[src/rtl/ip_amba_apb_master.sv]
// APB master: turns a valid/ready command into one APB SETUP/ACCESS transfer and
// returns a single-cycle response, with a wait-state timeout and slave-index check.
module ip_amba_apb_master #(
    parameter int PADDR_width = 32,
    parameter int PDATA_width = 32,
    parameter int PSTRB_width = PDATA_width / 8,
    parameter int PSELx_width = 4,
    parameter int TIMEOUT     = 255
) (
    input  logic                   PCLK,
    input  logic                   PRESET,
    input  logic                   cmd_valid,
    output logic                   cmd_ready,
    input  logic                   cmd_write,
    input  logic [PADDR_width-1:0] cmd_addr,
    input  logic [PDATA_width-1:0] cmd_wdata,
    input  logic [PSTRB_width-1:0] cmd_strb,
    input  logic [2:0]             cmd_prot,
    input  logic [((PSELx_width > 1) ? $clog2(PSELx_width) : 1)-1:0] cmd_sel,
    output logic                   rsp_valid,
    output logic [PDATA_width-1:0] rsp_rdata,
    output logic                   rsp_err,
    output logic                   rsp_timeout,
    output logic [PADDR_width-1:0] PADDR,
    output logic [2:0]             PPROT,
    output logic [PSELx_width-1:0] PSELx,
    output logic                   PENABLE,
    output logic                   PWRITE,
    output logic [PDATA_width-1:0] PWDATA,
    output logic [PSTRB_width-1:0] PSTRB,
    input  logic                   PREADY,
    input  logic [PDATA_width-1:0] PRDATA,
    input  logic                   PSLVERR
);

    typedef enum logic [1:0] {
        ST_IDLE   = 2'd0,
        ST_SETUP  = 2'd1,
        ST_ACCESS = 2'd2
    } state_e;

    state_e                 state_q;
    logic                   cmd_ready_q;
    logic                   rsp_valid_q;
    logic [PDATA_width-1:0] rsp_rdata_q;
    logic                   rsp_err_q;
    logic                   rsp_timeout_q;
    logic [PADDR_width-1:0] paddr_q;
    logic [2:0]             pprot_q;
    logic [PSELx_width-1:0] psel_q;
    logic                   penable_q;
    logic                   pwrite_q;
    logic [PDATA_width-1:0] pwdata_q;
    logic [PSTRB_width-1:0] pstrb_q;
    logic [15:0]            wait_q;

    logic accept_s;
    logic sel_ok_s;
    logic wait_last_s;

    assign accept_s    = cmd_valid && cmd_ready_q;
    assign sel_ok_s    = (32'(cmd_sel) < 32'(PSELx_width));
    // The abort fires on the wait cycle that brings the count up to TIMEOUT.
    assign wait_last_s = (wait_q == 16'(TIMEOUT - 1));

    // Transfer sequencer; every output is a register written here.
    always_ff @(posedge PCLK or posedge PRESET) begin
        if (PRESET) begin
            state_q       <= ST_IDLE;
            cmd_ready_q   <= 1'b0;
            rsp_valid_q   <= 1'b0;
            rsp_rdata_q   <= {PDATA_width{1'b0}};
            rsp_err_q     <= 1'b0;
            rsp_timeout_q <= 1'b0;
            paddr_q       <= {PADDR_width{1'b0}};
            pprot_q       <= 3'd0;
            psel_q        <= {PSELx_width{1'b0}};
            penable_q     <= 1'b0;
            pwrite_q      <= 1'b0;
            pwdata_q      <= {PDATA_width{1'b0}};
            pstrb_q       <= {PSTRB_width{1'b0}};
            wait_q        <= 16'd0;
        end else begin
            rsp_valid_q <= 1'b0;
            case (state_q)
                ST_IDLE: begin
                    if (accept_s && sel_ok_s) begin
                        state_q     <= ST_SETUP;
                        cmd_ready_q <= 1'b0;
                        paddr_q     <= cmd_addr;
                        pprot_q     <= cmd_prot;
                        pwrite_q    <= cmd_write;
                        pwdata_q    <= cmd_write ? cmd_wdata : {PDATA_width{1'b0}};
                        pstrb_q     <= cmd_write ? cmd_strb : {PSTRB_width{1'b0}};
                        psel_q      <= PSELx_width'(1'b1) << cmd_sel;
                    end else if (accept_s) begin
                        // Out-of-range slave: answer with an error, never touch the bus.
                        cmd_ready_q   <= 1'b1;
                        rsp_valid_q   <= 1'b1;
                        rsp_err_q     <= 1'b1;
                        rsp_timeout_q <= 1'b0;
                        rsp_rdata_q   <= {PDATA_width{1'b0}};
                    end else begin
                        cmd_ready_q <= 1'b1;
                    end
                end
                ST_SETUP: begin
                    state_q   <= ST_ACCESS;
                    penable_q <= 1'b1;
                    wait_q    <= 16'd0;
                end
                ST_ACCESS: begin
                    if (PREADY || wait_last_s) begin
                        state_q       <= ST_IDLE;
                        cmd_ready_q   <= 1'b1;
                        psel_q        <= {PSELx_width{1'b0}};
                        penable_q     <= 1'b0;
                        pwdata_q      <= {PDATA_width{1'b0}};
                        pstrb_q       <= {PSTRB_width{1'b0}};
                        rsp_valid_q   <= 1'b1;
                        rsp_err_q     <= PREADY ? PSLVERR : 1'b1;
                        rsp_timeout_q <= !PREADY;
                        rsp_rdata_q   <= (PREADY && !pwrite_q) ? PRDATA : {PDATA_width{1'b0}};
                    end else begin
                        wait_q <= wait_q + 16'd1;
                    end
                end
                default: begin
                    state_q     <= ST_IDLE;
                    cmd_ready_q <= 1'b0;
                    psel_q      <= {PSELx_width{1'b0}};
                    penable_q   <= 1'b0;
                    pwdata_q    <= {PDATA_width{1'b0}};
                    pstrb_q     <= {PSTRB_width{1'b0}};
                    wait_q      <= 16'd0;
                end
            endcase
        end
    end

    assign cmd_ready   = cmd_ready_q;
    assign rsp_valid   = rsp_valid_q;
    assign rsp_rdata   = rsp_rdata_q;
    assign rsp_err     = rsp_err_q;
    assign rsp_timeout = rsp_timeout_q;
    assign PADDR       = paddr_q;
    assign PPROT       = pprot_q;
    assign PSELx       = psel_q;
    assign PENABLE     = penable_q;
    assign PWRITE      = pwrite_q;
    assign PWDATA      = pwdata_q;
    assign PSTRB       = pstrb_q;

endmodule

[config.mk]
export PLATFORM = sky130hd
export DESIGN_NAME = ip_amba_apb_master
export DESIGN_NICKNAME = d
export VERILOG_FILES = /design/src/rtl/ip_amba_apb_master.sv
export SDC_FILE = /design/constraint.sdc
export NUM_CORES = 1
export LEC_CHECK = 0
export CAP_MARGIN = 0
export CORE_MARGIN = 1
export CORE_UTILIZATION = 42
export CTS_CLUSTER_DIAMETER = 200
export DETAILED_ROUTE_END_ITERATION = 7
export PLACE_DENSITY = 0.8
export RECOVER_POWER = 50
export SETUP_SLACK_MARGIN = 0.3
export SLEW_MARGIN = 5
export SYNTH_ARGS = -nofsm -noshare
export SYNTH_HDL_FRONTEND = slang
export SYNTH_SLANG_ARGS = --single-unit
export TNS_END_PERCENT = 100
[constraint.sdc]
create_clock -name PCLK -period 6.2 [get_ports PCLK]
set_clock_uncertainty 0.1 [all_clocks]
set_input_delay 1.24 -clock PCLK [delete_from_list [all_inputs] [get_ports PCLK]]
set_output_delay 1.24 -clock PCLK [all_outputs]
set_load 0.02 [all_outputs]
==> impl_metrics.csv <==
group,metric,value,unit
run_status,status,"finished with violations",
run_status,violations,"max-capacitance violations, max-slew violations",
place,gp_congestion,0.798,
synthesis,syn_inst,370,
place,place_ws,2.36,ns
floorplan,row_count,40,
synthesis,ys_types,42,
global_route,grt_pass1_vias,4291,
global_route,grt_max_degree,72,
drt,wl,13700,um
timing,period_share,0.669,
power_and_ir_drop,power.internal,0.00261,W
timing,fin_crit,4.15,ns
timing,report.final.setup_viol,0,
clock_network,cts_tree,"done",
clock_network,clockBufferDepth,2,
global_route,grt_overflow,0,
worst_setup_path,cp_cell_sequence,"or4_1, nor4_1, o21ai_2, clkbuf_1, a22o_1",
worst_setup_path,crit_arrival,4.34,ns
synthesis,synth_nets,483,
synthesis,syn_avg_cell_area,13.9,um^2
timing,tightestPinTransition,3.01,ns
power_and_ir_drop,power_switching,0.00142,W
clock_network,cts-root-buf,"clkbuf_16",
cells_and_area,nNetsFinal,704,
worst_setup_path,crit_type,"reg -> reg",
floorplan,dieArea,0.0127,mm^2
timing,hold_violations,0,
floorplan,ios,224,
cells_and_area,diodes,0,
drt,wl_per_cell,18.3,um
clock_network,h-tree-depth,4,
timing,slew_headroom,-1.02,
power_and_ir_drop,combinationalPowerShare,0.416,
worst_setup_path,cp.required,6.39,ns
clock_network,postCtsSetupBuffers,0,
drt,drc,0,
floorplan,core-area,0.0120,mm^2
drt,firstDrtPassIters,5,
power_and_ir_drop,p_leak,3.58,nW
clock_network,cts_buffers,17,
place,port_buffers,223,
worst_setup_path,max_stage_delay,1.75,ns
cells_and_area,fillers,878,
clock_network,post_cts_resized,0,
place,dp_hpwl,9430,um
floorplan,dieWidth,113,um
clock_network,clk_pin_slew,0.06,ns
drt,initialDrtViolationCount,192,
power_and_ir_drop,p_per_area,504,mW/mm^2
clock_network,cts_num_sinks,131,
cells_and_area,area.growth.synth_to_final,55.5,%
power_and_ir_drop,clkPwrFrac,0.231,
clock_network,clk_latency,0.43,ns
power_and_ir_drop,pwr-share-seq,0.353,
hold_path,holdCritPathClass,"reg -> reg",
floorplan,die_h,113,um
worst_setup_path,slowest_stage,"nor4_1",
power_and_ir_drop,p_sw_frac,0.352,
worst_setup_path,start_kind,"register",
flow_run,maxCapViolations,2,
synthesis,synth_top_area_cell,"dfrtp_1",
global_route,antenna_found_initial,0,
global_route,grt_usage,0.229,
timing,slew_violations,88,
clock_network,hold_buffers,0,
global_route,grt_pass1_wl,22000,um
worst_setup_path,crit_fanout,33,
drt,routed-via-count,4044,
drt,avgViaCountPerCell,5.41,
synthesis,synth_area_leaders,"dfrtp_1, a22o_1, mux2_2, clkbuf_1, a21oi_1",
timing,fin_ws,2.05,ns
place,place_inst,719,
timing,fmax,241,MHz
drt,postRouteAntennaNets,0,
synthesis,netlist_area,0.00514,mm^2
timing,fin_tns_setup,0,ns
synthesis,synth_sequential_area_ratio,0.638,
synthesis,ys_ff_latch,131,
synthesis,ys_warn_count,0,
cells_and_area,drive_gt1_frac,0.125,
worst_setup_path,end_kind,"register",
cells_and_area,stdcell_count,748,
floorplan,start_util,0.429,
synthesis,yosysTopAreaCellShare,0.638,
timing,grt_setup_unrepaired,"false",
power_and_ir_drop,max-vdd-ir-drop,0.306,mV
[placed cells by master, fill, tap and decap left out, types with 2 or more instances in the layout]
master and instances:
inv_1 9, dlygate4sd3_1 106, mux2_2 38, clkbuf_16 17
nor4b_1 2, dfrtp_1 131, nor4_1 5, nand2_1 7
ha_1 2, o21ai_0 4, o31ai_1 5, nand3b_1 3
or4b_1 2, nand4_1 3, nor2b_1 7, a21oi_1 10
nand3_1 4, xnor2_1 3, o41ai_1 2, nor2_1 10
a32o_1 2, clkbuf_8 4, clkinv_2 3, a22o_1 68
or3_1 2, buf_4 3, or2_2 3, o2bb2ai_1 2
or4_1 6, clkdlybuf4s50_1 117, clkbuf_1 4
[worst paths after layout]
kind | start | to | slack [ns] | cells after the start
setup / recovery | wait_q[11] | rsp_rdata[1] | 2.05 | 5
hold / removal | PSELx[1] | PSELx[1] | 0.38 | 1
setup reg to reg | wait_q[11] | rsp_rdata[1] | 2.05 | 5
hold reg to reg | PSELx[1] | PSELx[1] | 0.38 | 1
max in group asynchronous | PRESET | rsp_rdata[14] | 2.19 | 3
min in group asynchronous | PRESET | rsp_rdata[22] | 2.03 | 2
[routing by layer]
metal  share of wire  GRT usage  vias up
met5               0          0        -
met4           0.022      0.101        0
met3           0.093      0.105       26
met2            0.49      0.366      173
met1            0.40      0.264     2020
li1                -          -     1825
[stage by stage]
stage,hold WS (ns),total power (W),utilization,cell area [um^2]
6_report,0.383,0.00403,0.668,7990
3_3_place_gp,0.371,0.00319,0.624,7470
5_1_grt,0.406,0.00423,0.668,7990
3_5_place_dp,0.377,0.00324,0.624,7470
4_1_cts,0.394,0.00420,0.670,8010
2_1_floorplan,0.389,0.00235,-,5140
[kinds of logic (layout without fill, tap and decap cells)]
| kind of cell | count (synthesis) | after routing | synth area share |
|---|---|---|---|
| multiplexers | 39 | 39 | 0.0855 |
| AO/OA/AOI/OAI | 101 | 101 | 0.164 |
| XOR/XNOR | 3 | 3 | 0.00512 |
| adder cells (fa/ha/maj) | 2 | 2 | 0.00487 |
| AND/OR/NAND/NOR | 59 | 59 | 0.0706 |
| flip-flops | 131 | 131 | 0.638 |
| buffers and inverters | 35 | 266 | 0.0317 |
[cells in the mapped netlist, drive strengths merged]
master / n
nor4b: 2
nand2b: 1
o21ai: 5
or3: 2
or2: 3
nand3: 4
o22a: 1
o2bb2ai: 2
o41ai: 2
a21o: 2
or4: 6
a21oi: 10
nor4: 5
xnor2: 3
nand4b: 1
nand3b: 3
nand4: 3
ha: 2
nor3: 1
buf: 9
clkbuf: 16
or4b: 2
a32o: 2
nor2: 11
o311a: 1
inv: 10
nand2: 7
and2: 1
dfrtp: 131
o311ai: 1
a211oi: 1
o31ai: 5
mux2: 39
nor2b: 7
o41a: 1
a22o: 68
[sequential cells by signal (all words and copies together) (netlist names), 2 cells and up]
register / flops
wait_q: 16
rsp_rdata: 32
PSTRB: 4
PWDATA: 32
PSELx: 4
PADDR: 32
state_q: 2
PPROT: 3
[area by class of cell]
type / instances / area (um^2) / area share
tap: 147 / 184 / 0.0230
clock buffer: 24 / 492 / 0.0616
multi-input combinational: 204 / 1680 / 0.211
sequential: 131 / 3280 / 0.410
inverter: 10 / 38.8 / 0.00486
timing repair buffer: 227 / 2260 / 0.283
clock inverter: 5 / 52.6 / 0.00658
[power by group through the flow]
stage / Combinational [W] / Sequential [W] / Clock [W]
3_5_place_dp: 0.00180 / 0.00143 / 0
3_3_place_gp: 0.00177 / 0.00142 / 0
5_1_grt: 0.00178 / 0.00147 / 0.000984
4_1_cts: 0.00181 / 0.00144 / 0.000948
6_report: 0.00168 / 0.00142 / 0.000931
2_1_floorplan: 0.000539 / 0.00181 / 0
[critical path, delay by kind of cell, from the launching register on]
family	cells	cell delay [ns]
and+or+nand+nor	2	2.36
buffers and inverters	1	0.64
AOI/OAI and AO/OA	2	0.46
DFF	1	0.43
Note: power is estimated with default switching activity, not from simulation.
